**src/rtl/div_pkg.sv**
```systemverilog
// rtl/div_pkg.sv - shared state, widths and operand helpers for the iterative divider
package div_pkg;

    typedef enum logic [1:0] {IDLE, CALC, FIX, DONE} div_state_e;

    localparam int W_LEN    = 32;
    localparam int MAX_XLEN = 128;

    function automatic int cnt_width(input int xlen, input int radix);
        return $clog2(xlen / radix + 1);
    endfunction

    // Operands arrive already sign-extended to MAX_XLEN, so the top bit is the sign.
    function automatic logic [MAX_XLEN-1:0] abs_val(input logic [MAX_XLEN-1:0] v);
        return v[MAX_XLEN-1] ? -v : v;
    endfunction

    function automatic logic [MAX_XLEN-1:0] sext32(input logic [31:0] v);
        return {{(MAX_XLEN-32){v[31]}}, v};
    endfunction

endpackage

```
**src/rtl/div_iter_unit_if.sv**
```systemverilog
// rtl/div_iter_unit_if.sv - request/response handshake bundle of the divider
interface div_iter_unit_if #(parameter int XLEN = 64);
    logic            in_valid;
    logic            in_ready;
    logic            in_w;
    logic            in_signed;
    logic [XLEN-1:0] in_dividend;
    logic [XLEN-1:0] in_divisor;
    logic            out_valid;
    logic            out_ready;
    logic [XLEN-1:0] out_quotient;
    logic [XLEN-1:0] out_remainder;

    modport master (
        output in_valid, in_w, in_signed, in_dividend, in_divisor, out_ready,
        input  in_ready, out_valid, out_quotient, out_remainder
    );

    modport slave (
        input  in_valid, in_w, in_signed, in_dividend, in_divisor, out_ready,
        output in_ready, out_valid, out_quotient, out_remainder
    );
endinterface

```
**src/rtl/div_iter_unit_step.sv**
```systemverilog
// rtl/div_iter_unit_step.sv - one combinational restoring-division bit step
module div_step #(
    parameter int WIDTH = 64
) (
    input  logic [WIDTH-1:0] rem_in,
    input  logic [WIDTH-1:0] dvd_in,
    input  logic [WIDTH-1:0] dsr,
    output logic [WIDTH-1:0] rem_out,
    output logic [WIDTH-1:0] dvd_out
);
    logic [WIDTH:0] shifted;
    logic [WIDTH:0] diff;

    assign shifted = {rem_in, dvd_in[WIDTH-1]};
    assign diff    = shifted - {1'b0, dsr};
    // A borrow out of the top bit means the trial subtraction failed: restore.
    assign rem_out = diff[WIDTH] ? shifted[WIDTH-1:0] : diff[WIDTH-1:0];
    assign dvd_out = {dvd_in[WIDTH-2:0], ~diff[WIDTH]};
endmodule

```
**src/rtl/div_iter_unit.sv**
```systemverilog
// rtl/div_iter_unit.sv - multi-cycle RISC-V DIV/REM unit, RADIX_BITS quotient bits per cycle
module div_iter_unit
    import div_pkg::*;
#(
    parameter int XLEN       = 64,
    parameter int RADIX_BITS = 1
) (
    input  logic           clock,
    input  logic           reset,
    input  logic           flush,
    div_iter_unit_if.slave bus
);
    localparam int CNT_W = cnt_width(XLEN, RADIX_BITS);
    localparam int PAD   = MAX_XLEN - XLEN;

    div_state_e      state;
    logic [CNT_W-1:0] cnt;
    logic [XLEN-1:0] rem_reg, dvd_reg, dsr_reg, q_reg, r_reg;
    logic            w_reg, sgn_reg, q_neg_reg, r_neg_reg;
    logic            in_ready_reg, out_valid_reg;

    logic [MAX_XLEN-1:0] dvd_wide, dsr_wide, dvd_min;
    logic [XLEN-1:0]     mag_dvd, mag_dsr, q_fix, r_fix;
    logic                is_dz, is_ovf;

    function automatic logic [XLEN-1:0] fit(input logic w, input logic [XLEN-1:0] v);
        return w ? XLEN'(sext32(v[31:0])) : v;
    endfunction

    // Normalise both operands to a sign- or zero-extended MAX_XLEN value of width L.
    always_comb begin
        dvd_wide = {{PAD{bus.in_signed & bus.in_dividend[XLEN-1]}}, bus.in_dividend};
        dsr_wide = {{PAD{bus.in_signed & bus.in_divisor[XLEN-1]}}, bus.in_divisor};
        dvd_min  = {{PAD{1'b1}}, 1'b1, {(XLEN-1){1'b0}}};
        if (bus.in_w) begin
            dvd_wide = bus.in_signed ? sext32(bus.in_dividend[31:0]) : MAX_XLEN'(bus.in_dividend[31:0]);
            dsr_wide = bus.in_signed ? sext32(bus.in_divisor[31:0])  : MAX_XLEN'(bus.in_divisor[31:0]);
            dvd_min  = sext32(32'h8000_0000);
        end
        mag_dvd = XLEN'(bus.in_signed ? abs_val(dvd_wide) : dvd_wide);
        mag_dsr = XLEN'(bus.in_signed ? abs_val(dsr_wide) : dsr_wide);
        is_dz   = (dsr_wide == '0);
        is_ovf  = bus.in_signed && (dvd_wide == dvd_min) && (&dsr_wide);
    end

    logic [XLEN-1:0] rem_chain [RADIX_BITS+1];
    logic [XLEN-1:0] dvd_chain [RADIX_BITS+1];

    assign rem_chain[0] = rem_reg;
    assign dvd_chain[0] = dvd_reg;

    for (genvar i = 0; i < RADIX_BITS; i++) begin : g_step
        div_step #(.WIDTH(XLEN)) u_step (
            .rem_in (rem_chain[i]),
            .dvd_in (dvd_chain[i]),
            .dsr    (dsr_reg),
            .rem_out(rem_chain[i+1]),
            .dvd_out(dvd_chain[i+1])
        );
    end

    assign q_fix = (sgn_reg && q_neg_reg) ? -dvd_reg : dvd_reg;
    assign r_fix = (sgn_reg && r_neg_reg) ? -rem_reg : rem_reg;

    always_ff @(posedge clock) begin
        if (reset) begin
            state         <= IDLE;
            cnt           <= '0;
            rem_reg       <= '0;
            dvd_reg       <= '0;
            dsr_reg       <= '0;
            q_reg         <= '0;
            r_reg         <= '0;
            w_reg         <= 1'b0;
            sgn_reg       <= 1'b0;
            q_neg_reg     <= 1'b0;
            r_neg_reg     <= 1'b0;
            in_ready_reg  <= 1'b1;
            out_valid_reg <= 1'b0;
        end else if (flush) begin
            state         <= IDLE;
            cnt           <= '0;
            in_ready_reg  <= 1'b1;
            out_valid_reg <= 1'b0;
        end else begin
            unique case (state)
                IDLE: if (bus.in_valid) begin
                    in_ready_reg <= 1'b0;
                    w_reg        <= bus.in_w;
                    sgn_reg      <= bus.in_signed;
                    q_neg_reg    <= dvd_wide[MAX_XLEN-1] ^ dsr_wide[MAX_XLEN-1];
                    r_neg_reg    <= dvd_wide[MAX_XLEN-1];
                    if (is_dz) begin
                        q_reg         <= '1;
                        r_reg         <= fit(bus.in_w, XLEN'(dvd_wide));
                        out_valid_reg <= 1'b1;
                        state         <= DONE;
                    end else if (is_ovf) begin
                        q_reg         <= fit(bus.in_w, XLEN'(dvd_wide));
                        r_reg         <= '0;
                        out_valid_reg <= 1'b1;
                        state         <= DONE;
                    end else begin
                        // W ops park the 32-bit magnitude at the top so the shift feeds it first.
                        rem_reg <= '0;
                        dvd_reg <= bus.in_w ? (mag_dvd << (XLEN - W_LEN)) : mag_dvd;
                        dsr_reg <= mag_dsr;
                        cnt     <= bus.in_w ? CNT_W'(W_LEN / RADIX_BITS) : CNT_W'(XLEN / RADIX_BITS);
                        state   <= CALC;
                    end
                end
                CALC: begin
                    rem_reg <= rem_chain[RADIX_BITS];
                    dvd_reg <= dvd_chain[RADIX_BITS];
                    cnt     <= cnt - CNT_W'(1);
                    if (cnt == CNT_W'(1)) state <= FIX;
                end
                FIX: begin
                    q_reg         <= fit(w_reg, q_fix);
                    r_reg         <= fit(w_reg, r_fix);
                    out_valid_reg <= 1'b1;
                    state         <= DONE;
                end
                DONE: if (bus.out_ready) begin
                    out_valid_reg <= 1'b0;
                    in_ready_reg  <= 1'b1;
                    state         <= IDLE;
                end
                default: state <= IDLE;
            endcase
        end
    end

    assign bus.in_ready      = in_ready_reg;
    assign bus.out_valid     = out_valid_reg;
    assign bus.out_quotient  = q_reg;
    assign bus.out_remainder = r_reg;
endmodule

```
**src/flat_wrapper.sv**
```systemverilog
// flat-port wrapper written by rule: the top's interface ports become plain ports
module div_iter_unit_flat import div_pkg::*;
#(
    parameter int XLEN       = 64,
    parameter int RADIX_BITS = 1
)
  (clock, reset, flush, bus_in_valid, bus_in_w, bus_in_signed, bus_in_dividend, bus_in_divisor, bus_out_ready, bus_in_ready, bus_out_valid, bus_out_quotient, bus_out_remainder);
  div_iter_unit_if #(.XLEN(XLEN)) bus_i ();
  input  logic clock;
  input  logic reset;
  input  logic flush;
  input wire logic [$bits(bus_i.in_valid)-1:0] bus_in_valid;
  input wire logic [$bits(bus_i.in_w)-1:0] bus_in_w;
  input wire logic [$bits(bus_i.in_signed)-1:0] bus_in_signed;
  input wire logic [$bits(bus_i.in_dividend)-1:0] bus_in_dividend;
  input wire logic [$bits(bus_i.in_divisor)-1:0] bus_in_divisor;
  input wire logic [$bits(bus_i.out_ready)-1:0] bus_out_ready;
  output wire logic [$bits(bus_i.in_ready)-1:0] bus_in_ready;
  output wire logic [$bits(bus_i.out_valid)-1:0] bus_out_valid;
  output wire logic [$bits(bus_i.out_quotient)-1:0] bus_out_quotient;
  output wire logic [$bits(bus_i.out_remainder)-1:0] bus_out_remainder;
  assign bus_i.in_valid = bus_in_valid;
  assign bus_i.in_w = bus_in_w;
  assign bus_i.in_signed = bus_in_signed;
  assign bus_i.in_dividend = bus_in_dividend;
  assign bus_i.in_divisor = bus_in_divisor;
  assign bus_i.out_ready = bus_out_ready;
  assign bus_in_ready = bus_i.in_ready;
  assign bus_out_valid = bus_i.out_valid;
  assign bus_out_quotient = bus_i.out_quotient;
  assign bus_out_remainder = bus_i.out_remainder;
  div_iter_unit #(.XLEN(XLEN), .RADIX_BITS(RADIX_BITS)) u_core (.clock(clock), .reset(reset), .flush(flush), .bus(bus_i));
endmodule
```
**config.mk**
```make
export PLATFORM = sky130hd
export DESIGN_NAME = div_iter_unit_flat
export DESIGN_NICKNAME = d
export VERILOG_FILES = /design/src/rtl/div_pkg.sv /design/src/rtl/div_iter_unit_if.sv /design/src/rtl/div_iter_unit_step.sv /design/src/rtl/div_iter_unit.sv /design/src/flat_wrapper.sv
export SDC_FILE = /design/constraint.sdc
export NUM_CORES = 1
export LEC_CHECK = 0
export CAP_MARGIN = 25
export CELL_PAD_IN_SITES_DETAIL_PLACEMENT = 2
export CELL_PAD_IN_SITES_GLOBAL_PLACEMENT = 2
export CORE_MARGIN = 4
export CORE_UTILIZATION = 27
export DETAILED_ROUTE_END_ITERATION = 7
export GPL_ROUTABILITY_DRIVEN = 0
export GPL_TIMING_DRIVEN = 0
export PLACE_DENSITY_LB_ADDON = 0.2
export SLEW_MARGIN = 15
export SYNTH_ARGS = -nofsm -noshare
export SYNTH_HDL_FRONTEND = slang
export SYNTH_SLANG_ARGS = --single-unit
```
**constraint.sdc**
```tcl
create_clock -name clock -period 4.5 [get_ports clock]
set_input_delay 0.45 -clock clock [delete_from_list [all_inputs] [get_ports clock]]
set_output_delay 0.45 -clock clock [all_outputs]
set_load 0.02 [all_outputs]
```
==> qor.tcl, run 1 <==
set qor(rsz0062_at_grt) {no}
set qor(average_wire_length_per_cell_after_detail_routing_um) 30.3
set qor(io_pins) 265
set qor(chipWidth_um) 312
set qor(clkSinkCount) 335
set qor(globalRoute.busiestLayer) {met2}
set qor(preCtsSetupSlack_ns) -1.53
set qor(route.detailed.vias_per_inst) 5.84
set qor(timing_worst_slew_pin_value_ns) 1.19
set qor(yosys-top-cells-area) {dfxtp_1 (27%), nor2_1 (6.1%), a21oi_1 (6.1%)}
set qor(dieArea_um2) 97300
set qor(maxSlewViolCount) 0
set qor(drt.antenna.violating_nets) 0
set qor(synth-edff-count) 0
set qor(cts.path.max_buffers) 3
set qor(num-nets-final) 3933
set qor(clock_insertion_delay_worst_skew_ns) 0.63
set qor(core_area_um2) 91700
set qor(grt_use_total_pct) 29.4
set qor(detailedRoute.firstPassIterationCount) 5
set qor(max_cap_viol_count) 0
set qor(startpoint_type) {primary input}
set qor(grt_overflow) 0
set qor(slew_headroom_pct) 20.6
set qor(grt_pass1_wl_um) 213000
set qor(met2_usage_pct) 50.5
set qor(worstPathMaxFanout) 10
set qor(clock_tree_from_tritoncts) {built}
set qor(first_global_vias) 29900
set qor(timing.clock.skew_ns) 0.0418
set qor(achievable-frequency_mhz) 227
set qor(totalNegativeSetupSlack_ns) 0
set qor(placement_rows) 111
set qor(synth_area_um2) 24900
set qor(antenna_found_initial) 4
set qor(finalCritPeriodShare_pct) 98.0
set qor(cts_htree_levels) 2
set qor(grt_util_met1_pct) 37.1
set qor(synthFlopType) {dfxtp_1}
set qor(synth_seq_cells) 335
set qor(worst-setup-path-type) {in -> reg}
set qor(synth_cells) 3412
set qor(synth_area_leader_cell) {dfxtp_1}
set qor(power.density_nw_per_um2) 289
set qor(run_status) {finished, final reports clean}
set qor(use_met3_pct) 3.01
set qor(worstPathRequired_ns) 5.03
set qor(hold_path_class) {in -> reg}
set qor(final_hold_vios) 0
set qor(arrival_time_of_the_worst_setup_path_ns) 4.94
set qor(timing.final.ws_setup_ns) 0.0898
set qor(peak_supply_drop_mv) 0.239
set qor(cts.reportedPaths.clkPinSlew_ns) 0.06
set qor(synth.net_count) 3624
set qor(dpl.hpwl_um) 124000
set qor(power_mw) 8.88
set qor(die_height_um) 312
set qor(setup_viol) 0
set qor(stdcell_count) 4943
set qor(cts_hold_buffers) 0
set qor(post_layout_min_period_ns) 4.41
set qor(ys_seq_area_share_pct) 26.9
set qor(routed_wire_length_um) 150000
set qor(async_reset_ff_share_pct) 0
set qor(tritoncts.num_buffers) 45
set qor(area_delta_synth_final_pct) 23.4
set qor(proportion_of_netlist_area_held_by_the_largest_area_contributor_pct) 26.9
set qor(initial_core_util_pct) 27.2
set qor(drc_errors) 0
set qor(category_of_the_worst_setup_path_capture_point) {flip-flop}
set qor(grt_start_max_net_pins) 20
set qor(power.leakage_nw) 11.0
set qor(share_of_final_layout_standard_cells_stronger_than_drive_strength_1_pct) 5.73
set qor(route.vias.total) 28900
set qor(clk_root_buffer_cell) {clkbuf_16}
set qor(fin_worst_hold_slack_ns) 0.319
set qor(yosysWarnings) 0
set qor(place.detailed.instances) 4860
set qor(synth_area_per_cell_um2) 7.31
set qor(buffer_ports.inserted) 259
set qor(drt_iter0_markers) 2232
set qor(synth.distinct_cells) 91
[power by group]
part	internal (mW)	total, mW	switching, mW
Sequential	3.05	3.16	0.108
Clock	2.26	3.81	1.55
Combinational	0.606	1.91	1.31
[cell usage in the layout (no fill, tap or decap), types with 36 or more instances in the layout]
cell / count
a311oi_1: 37
nor2_1: 405
a31oi_1: 40
xnor2_1: 148
nor4_1: 43
dfxtp_1: 332
clkbuf_16: 46
o31ai_1: 36
a211oi_1: 110
inv_1: 117
o21ai_0: 256
buf_2: 38
clkbuf_1: 184
o211ai_1: 41
a22oi_1: 44
nand3_1: 54
nor3_1: 130
a21oi_1: 300
nand2_1: 301
ha_1: 76
clkdlybuf4s50_1: 259
xor2_1: 144
[per-layer routing]
layer	routed length, µm	vias up	share of wire (%)
li1	-	13000	-
met3	6840	297	4.6
met4	8350	0	5.6
met5	0	-	0
met1	63400	14600	42
met2	71300	897	48
[worst paths after layout]
| path | start | end | slack (ns) | depth (start not counted) |
|---|---|---|---|---|
| worst max-delay path | bus_in_w | u_core.bus.out_quotient[63] | 0.09 | 12 |
| worst max register to register | u_core.dvd_reg[63] | u_core.rem_reg[36] | 0.16 | 13 |
| worst min register to register | u_core.bus.out_quotient[21] | u_core.bus.out_quotient[21] | 0.45 | 2 |
| worst min-delay path | bus_in_dividend[2] | u_core.bus.out_remainder[2] | 0.32 | 3 |
[area by class of cell]
class / count / area, µm²
clock buffer: 66 / 1360
fill: 10800 / 60900
buffer: 248 / 1080
tap: 1186 / 1480
inverter: 118 / 443
antenna: 5 / 12.5
multi-input combinational: 2708 / 16800
timing repair buffer: 265 / 2650
clock inverter: 12 / 171
sequential: 335 / 6710
[critical path, stage by stage]
cell,delay [ns]
clkdlybuf4s50_1,0.63
mux2i_2,0.69
nor2_1,0.46
o2111ai_1,0.29
nor4_2,0.10
a21oi_1,0.44
nor3b_2,0.11
o21bai_1,0.14
buf_2,0.45
clkbuf_1,0.83
nand2_1,0.12
a21oi_1,0.21
[synthesized netlist by cell type (32+ instances only)]
master    number
nor2_1       405
dfxtp_1      335
a21oi_1      303
nand2_1      301
o21ai_0      258
clkbuf_1     190
xnor2_1      148
xor2_1       144
nor3_1       132
inv_1        117
a211oi_1     111
ha_1          76
nand3_1       55
nor4_1        46
a22oi_1       44
a31oi_1       41
buf_2         41
o211ai_1      41
o31ai_1       38
a311oi_1      37
a221oi_1      35
or3_1         32
[metrics by stage]
step	util, %	instance area [µm²]
floorplan	-	24900
global placement	31.6	29000
detailed placement	31.7	29000
CTS	33.4	30600
global route	33.5	30700
finish	33.5	30800
[cells by family (layout without fill, tap and decap cells)]
logic type	Yosys count	in the layout	synth area share, %
simple gates	1188	1188	22.7
compound gates	1130	1130	29.3
buf+inv	369	709	6.00
flops	335	335	26.9
xor+xnor	292	292	10.3
fa+ha+maj	77	77	3.89
mux	21	21	0.893
other cells	0	5	0
[timing repair]
| item | CTS | global route |
|---|---|---|
| gates resized for setup | 24 | 30 |
| setup buffers | 1 | 0 |
| endpoints found under the setup margin | 272 | 250 |
| pin swaps | 1 | 1 |
(Power assumes the default switching activity.)
==> run 2: changes to the inputs <==
--- a/config.mk
+++ b/config.mk
@@ -14,6 +14,7 @@
 export GPL_ROUTABILITY_DRIVEN = 0
 export GPL_TIMING_DRIVEN = 0
 export PLACE_DENSITY_LB_ADDON = 0.2
+export RECOVER_POWER = 100
 export SLEW_MARGIN = 15
 export SYNTH_ARGS = -nofsm -noshare
 export SYNTH_HDL_FRONTEND = slang
==> run 2 against run 1 <==
Against the previous run: sequential share of layout area about the same; largest cell class unchanged; largest power group unchanged; clock power about the same; clock skew down 0.00072 ns; register-to-register slack better by 0.02 ns; design area about the same.
==> qor.tcl, run 2 (same netlist as run 1, synthesis figures left out) <==
set qor(dpl.hpwl_um) 124000 ;# unchanged
set qor(antenna_found_initial) 4 ;# unchanged
set qor(timing.final.ws_setup_ns) 0.0614 ;# -0.0284 ns
set qor(max_cap_viol_count) 0 ;# unchanged
set qor(timing_worst_slew_pin_value_ns) 1.17 ;# -0.0248 ns
set qor(slew_headroom_pct) 22.0 ;# +1.4 points
set qor(core_area_um2) 91700 ;# unchanged
set qor(dieArea_um2) 97300 ;# unchanged
set qor(rsz0062_at_grt) {no}
set qor(layout.core_utilization_pct) 33.6 ;# about the same
set qor(most-common-layout-cells) {nor2_1 (405), dfxtp_1 (332), nand2_1 (301)}
set qor(achievable-frequency_mhz) 225 ;# -0.64%
set qor(worstPathMaxFanout) 10 ;# unchanged
set qor(use_met3_pct) 3.01 ;# unchanged
set qor(buffer_ports.inserted) 259 ;# unchanged
set qor(met2_usage_pct) 50.5 ;# unchanged
set qor(crit-reg2reg-launch) {u_core.dvd_reg[63]}
set qor(worstPathRequired_ns) 5.03 ;# about the same
set qor(cts_hold_buffers) 0 ;# unchanged
set qor(finalCritPeriodShare_pct) 98.6 ;# +0.63 points
set qor(seqCellArea_um2) 6710 ;# unchanged
set qor(placement_rows) 111 ;# unchanged
set qor(power.leakage_nw) 11.4 ;# +4.2%
set qor(category_of_the_worst_setup_path_capture_point) {flip-flop}
set qor(die_height_um) 312 ;# unchanged
set qor(cts.path.max_buffers) 3 ;# unchanged
set qor(worst-setup-path-type) {in -> reg}
set qor(post_layout_min_period_ns) 4.44 ;# +0.0284 ns
set qor(globalRoute.busiestLayer) {met2}
set qor(clock_tree_from_tritoncts) {built}
set qor(setup_viol) 0 ;# unchanged
set qor(timing.critical_path.mode_cell) {nor4_2}
set qor(share_of_final_layout_standard_cells_stronger_than_drive_strength_1_pct) 5.73 ;# unchanged
set qor(worst_setup_path_endpoint) {u_core.rem_reg[17]}
set qor(power.density_nw_per_um2) 289 ;# about the same
set qor(hold_path_class) {in -> reg}
set qor(ff2ff_path_depth) 13 ;# unchanged
set qor(run_status) {finished, final reports clean}
set qor(grt_overflow) 0 ;# unchanged
set qor(critPathSlowestCell) {clkbuf_1}
set qor(first_global_vias) 29900 ;# unchanged
set qor(fin_worst_hold_slack_ns) 0.335 ;# +0.0164 ns
set qor(grt_start_max_net_pins) 20 ;# unchanged
set qor(num-nets-final) 3933 ;# unchanged
set qor(final_hold_vios) 0 ;# unchanged
set qor(drt_iter0_markers) 2250 ;# +0.81%
set qor(average_wire_length_per_cell_after_detail_routing_um) 30.3 ;# about the same
set qor(area_delta_synth_final_pct) 23.4 ;# about the same
set qor(maxSlewViolCount) 0 ;# unchanged
set qor(timing.clock.skew_ns) 0.0411 ;# -0.000715 ns
set qor(clkPwrFrac_pct) 42.9 ;# about the same
set qor(clock_insertion_delay_worst_skew_ns) 0.63 ;# about the same
set qor(critPathLaunch) {bus_in_w}
set qor(power.switching_fraction_pct) 33.4 ;# about the same
set qor(drc_errors) 0 ;# unchanged
set qor(grt_use_total_pct) 29.4 ;# unchanged
set qor(filler_cell_count) 10800 ;# -0.0092%
set qor(grt_util_met1_pct) 37.1 ;# unchanged
set qor(drt.antenna.violating_nets) 0 ;# unchanged
set qor(totalNegativeSetupSlack_ns) 0 ;# unchanged
set qor(path_cells) {clkdlybuf4s50_1, mux2i_2, nor2_1, o2111ai_1, nor4_2, a221o_1, nor4_2, clkbuf_1, a32oi_1, o21ai_1}
set qor(initial_core_util_pct) 27.2 ;# unchanged
set qor(peak_supply_drop_mv) 0.237 ;# -0.97%
set qor(crit-reg2reg-capture) {u_core.rem_reg[36]}
set qor(preCtsSetupSlack_ns) -1.53 ;# unchanged
set qor(cts_htree_levels) 2 ;# unchanged
set qor(chipWidth_um) 312 ;# unchanged
set qor(tritoncts.num_buffers) 45 ;# unchanged
set qor(detailedRoute.firstPassIterationCount) 5 ;# unchanged
set qor(arrival_time_of_the_worst_setup_path_ns) 4.96 ;# +0.02 ns
set qor(seq_power_share_pct) 35.6 ;# about the same
set qor(cell_internal_pwr_mw) 5.91 ;# about the same
set qor(multi_input_area_um2) 16800 ;# unchanged
set qor(power_switching_mw) 2.97 ;# +0.10%
set qor(route.detailed.vias_per_inst) 5.83 ;# -0.16%
set qor(routed_wire_length_um) 150000 ;# about the same
set qor(ff2ff_setup_slack_ns) 0.18 ;# +0.02 ns
set qor(io_pins) 265 ;# unchanged
set qor(clk_root_buffer_cell) {clkbuf_16}
set qor(critPathMaxStageDelay_ns) 0.74 ;# -0.09 ns
set qor(final_common_cell) {nor2_1}
set qor(clkSinkCount) 335 ;# unchanged
set qor(route.vias.total) 28800 ;# -0.14%
set qor(cts.reportedPaths.clkPinSlew_ns) 0.06 ;# about the same
set qor(power_mw) 8.88 ;# about the same
set qor(share_comb_of_total_power_pct) 21.5 ;# about the same
set qor(grt_pass1_wl_um) 213000 ;# unchanged
set qor(startpoint_type) {primary input}
[run 2: cell count changes in the layout (fill, tap and decap cells not counted)]
| cell | change |
|---|---|
| dlygate4sd3_1 | +131 |
| clkdlybuf4s50_1 | -131 |
| diode_2 | +1 |
[run 2: metrics by stage]
step,instance area [µm²],std cells
after floorplan,24900,3412
after global placement,29000,4857
after detailed placement,29000,4860
after CTS,30600,4936
after global routing,30700,4938
final,30800,4944
[run 2: final cells by class]
cell class | count | area share (%)
multi-input cells | 2708 | 54.8
plain buffers | 248 | 3.50
diodes | 6 | 0.0488
inverters | 118 | 1.44
clock inverters | 12 | 0.557
repair buffers | 265 | 8.63
clock buffers | 66 | 4.41
flip-flops and latches | 335 | 21.8
well taps | 1186 | 4.83
[run 2: worst min-delay path by stage]
stage | from | endpoint | cells past startpoint
finish | bus_in_dividend[2] | u_core.bus.out_remainder[2] | 3
global route | bus_in_dividend[2] | u_core.bus.out_remainder[2] | 3
CTS | bus_in_dividend[2] | u_core.bus.out_remainder[2] | 3
detailed placement | u_core.dsr_reg[61] | u_core.dsr_reg[61] | 2
global placement | u_core.bus.out_quotient[15] | u_core.bus.out_quotient[15] | 2
floorplan | u_core.dsr_reg[22] | u_core.dsr_reg[22] | 2
[run 2: power by group through the flow]
stage | sequential [mW] | clock [mW] | combinational [mW]
after floorplan | 3.17 | 0 | 1.04
after global placement | 3.22 | 0 | 1.82
after detailed placement | 3.22 | 0 | 1.85
after CTS | 3.16 | 3.85 | 1.87
after global routing | 3.17 | 3.96 | 2.02
final | 3.16 | 3.81 | 1.91
[run 2: worst max-delay path, delay by kind of cell]
family	cells	cell delay (ns)
compound gates	4	1.23
mux	1	0.70
buf+inv	2	1.37
simple gates	3	1.19
[run 2: timing repair]
action	in CTS	in global routing
endpoints found under the setup margin	272	250
resized for setup	24	30
buffers inserted	1	0
pin swaps	1	1
hold endpoints to repair	0	0
[run 2: layer usage]
metal | share of wire (%) | vias to the layer above | wire length [µm]
met5 | 0 | - | 0
met3 | 4.8 | 298 | 7190
li1 | - | 13000 | -
met4 | 5.6 | 0 | 8340
met1 | 42 | 14600 | 63100
met2 | 48 | 899 | 71200
==> run 3: changes to the inputs <==
--- a/config.mk
+++ b/config.mk
@@ -8,7 +8,7 @@
 export CAP_MARGIN = 25
 export CELL_PAD_IN_SITES_DETAIL_PLACEMENT = 2
 export CELL_PAD_IN_SITES_GLOBAL_PLACEMENT = 2
-export CORE_MARGIN = 4
+export CORE_MARGIN = 1.5
 export CORE_UTILIZATION = 27
 export DETAILED_ROUTE_END_ITERATION = 7
 export GPL_ROUTABILITY_DRIVEN = 0
==> run 3 against run 2 <==
Against the previous run: the flow now finishes with violations (setup timing); highest routed layer is now met5; sequential cell count did not move; critical path type unchanged; clock-buffer cell count did not move; register-to-register slack got worse by 0.03 ns; largest cell class unchanged.
==> qor.tcl, run 3 (same netlist as run 1, synthesis figures left out) <==
set qor(hold_path_class) {in -> reg}
set qor(tritoncts.num_buffers) 45 ;# unchanged
set qor(crit-reg2reg-launch) {u_core.dvd_reg[2]}
set qor(postPlaceCellArea_um2) 29100 ;# about the same
set qor(max_cap_viol_count) 0 ;# unchanged
set qor(category_of_the_worst_setup_path_capture_point) {flip-flop}
set qor(io_pins) 265 ;# unchanged
set qor(final_common_cell) {nor2_1}
set qor(drt_iter0_markers) 2069 ;# -8.0%
set qor(startpoint_type) {primary input}
set qor(grt_pass1_wl_um) 214000 ;# +0.29%
set qor(timing.final.ws_setup_ns) -0.00824 ;# -0.0696 ns
set qor(critPathSlowestCell) {clkdlybuf4s50_1}
set qor(clkSinkCount) 335 ;# unchanged
set qor(violations) {setup timing}
set qor(routed_wire_length_um) 149000 ;# -0.38%
set qor(worst-setup-path-type) {in -> reg}
set qor(post_layout_min_period_ns) 4.51 ;# +0.0696 ns
set qor(crit-reg2reg-capture) {u_core.bus.out_quotient[44]}
set qor(worstPathRequired_ns) 5.06 ;# +0.03 ns
set qor(slew_headroom_pct) 20.0 ;# -2.0 points
set qor(area_delta_synth_final_pct) 23.4 ;# about the same
set qor(grt_overflow) 0 ;# unchanged
set qor(initial_core_util_pct) 27.2 ;# +0.041 points
set qor(die_height_um) 307 ;# -1.6%
set qor(dieArea_um2) 94200 ;# -3.2%
set qor(cts.reportedPaths.clkPinSlew_ns) 0.06 ;# about the same
set qor(grt_start_max_net_pins) 13 ;# -35%
set qor(setup_viol) 1 ;# +1
set qor(placement_rows) 111 ;# unchanged
set qor(clk_root_buffer_cell) {clkbuf_16}
set qor(path_cells) {clkdlybuf4s50_1, inv_1, ha_1, and2_1, nand2_1, nor3_1, a221o_1, nor3_2, nand2b_1, or2_2, clkbuf_1, a211o_1, nand2_1}
set qor(final_hold_vios) 0 ;# unchanged
set qor(most-common-layout-cells) {nor2_1 (405), dfxtp_1 (335), nand2_1 (301), a21oi_1 (301), o21ai_0 (256)}
set qor(clock_tree_from_tritoncts) {built}
set qor(cts_hold_buffers) 0 ;# unchanged
set qor(drt.antenna.violating_nets) 0 ;# unchanged
set qor(share_of_final_layout_standard_cells_stronger_than_drive_strength_1_pct) 5.85 ;# +0.12 points
set qor(route.vias.total) 28900 ;# +0.24%
set qor(maxSlewViolCount) 0 ;# unchanged
set qor(detailedRoute.firstPassIterationCount) 5 ;# unchanged
set qor(ff2ff_path_depth) 12 ;# -1
set qor(grt_use_total_pct) 30.9 ;# +1.4 points
set qor(timing.hold.worst.start) {bus_in_dividend[2]}
set qor(layout.core_utilization_pct) 33.6 ;# +0.063 points
set qor(peak_supply_drop_mv) 0.243 ;# +2.3%
set qor(antenna_found_initial) 4 ;# unchanged
set qor(dpl.hpwl_um) 123000 ;# -0.84%
set qor(timing.clock.skew_ns) 0.0454 ;# +0.00431 ns
set qor(chipWidth_um) 307 ;# -1.6%
set qor(cts_htree_levels) 2 ;# unchanged
set qor(postLayoutCellArea_um2) 30800 ;# about the same
set qor(buffer_ports.inserted) 259 ;# unchanged
set qor(run_status) {finished, violations left}
set qor(average_wire_length_per_cell_after_detail_routing_um) 30.2 ;# -0.44%
set qor(timing.critical_path.mode_cell) {nand2_1}
set qor(timing_worst_slew_pin_value_ns) 1.20 ;# +0.0292 ns
set qor(hold_path_end) {u_core.bus.out_remainder[2]}
set qor(critPathMaxStageDelay_ns) 0.90 ;# +0.16 ns
set qor(ff2ff_setup_slack_ns) 0.15 ;# -0.03 ns
set qor(first_global_vias) 29700 ;# -0.70%
set qor(worstPathMaxFanout) 10 ;# unchanged
set qor(achievable-frequency_mhz) 222 ;# -1.5%
set qor(route.detailed.vias_per_inst) 5.84 ;# +0.18%
set qor(power.density_nw_per_um2) 288 ;# -0.16%
set qor(num-nets-final) 3937 ;# +0.10%
set qor(cts.path.max_buffers) 3 ;# unchanged
set qor(drc_errors) 0 ;# unchanged
set qor(power.leakage_nw) 11.5 ;# +0.23%
set qor(arrival_time_of_the_worst_setup_path_ns) 5.07 ;# +0.11 ns
set qor(clock_insertion_delay_worst_skew_ns) 0.61 ;# -0.02 ns
set qor(power_mw) 8.87 ;# -0.13%
set qor(core_area_um2) 91500 ;# -0.15%
set qor(holdPathStages) 3 ;# unchanged
set qor(finalCritPeriodShare_pct) 100 ;# +1.5 points
[run 3: cell count changes in the layout (fill, tap and decap cells not counted), moves of 2 or more]
cell,previous run,this run
clkbuf_4,6,4
clkbuf_8,13,10
buf_2,38,40
a2111oi_1,2,0
clkbuf_2,8,11
clkinvlp_4,4,2
a2111oi_2,0,2
clkinv_2,3,7
diode_2,6,1
dfxtp_2,3,0
dfxtp_1,332,335
clkbuf_1,184,188
[run 3: how the worst max path moves through the flow]
stage	slack [ns]	endpoint	startpoint
final	-0.008	u_core.rem_reg[62]	bus_in_dividend[0]
after global routing	-0.06	u_core.bus.out_remainder[63]	bus_in_w
after CTS	0.02	u_core.bus.out_quotient[61]	bus_in_w
after detailed placement	-1.33	u_core.bus.out_remainder[52]	bus_in_w
after global placement	-1.60	u_core.bus.out_quotient[61]	bus_in_w
after floorplan	1.09	u_core.rem_reg[48]	u_core.dvd_reg[63]
[run 3: timing repair]
item / CTS / global route
setup buffers: 1 / 0
resized for setup: 22 / 28
pin swaps: 2 / 3
endpoints found under the setup margin: 267 / 135
[run 3: critical path, delay by kind of cell]
family	cells	cell delay [ns]
buf+inv	3	1.38
simple gates	7	2.16
compound gates	2	0.78
fa+ha+maj	1	0.28
[run 3: per-stage QoR]
step | setup TNS [ns] | setup slack (ns) | instances | hold slack, ns
finish | -0.00824 | -0.00824 | 4947 | 0.345
global placement | -267.37 | -1.60 | 4857 | 0.441
CTS | 0 | 0.0155 | 4945 | 0.318
detailed placement | -231.84 | -1.33 | 4863 | 0.450
floorplan | 0 | 1.09 | 3412 | 0.432
global route | -0.319 | -0.0644 | 4946 | 0.342
[run 3: final cells by class]
cell class / instances / area [µm²]
diodes: 1 / 2.50
plain buffers: 250 / 1080
clock buffers: 66 / 1330
clock inverters: 16 / 194
fillers: 10800 / 60800
inverters: 118 / 443
multi-input cells: 2708 / 16900
flip-flops and latches: 335 / 6710
well taps: 1186 / 1480
repair buffers: 267 / 2670
[run 3: routing by layer]
metal	GRT usage, %	share of wire, %
met1	38.9	43
met2	52.2	47
met3	3.37	4.7
met4	15.2	5.6
met5	0	0.018
[run 3: power breakdown]
part	internal (mW)	switching, mW	total, mW
Combinational	0.607	1.31	1.92
Clock	2.22	1.57	3.79
Sequential	3.05	0.107	3.16
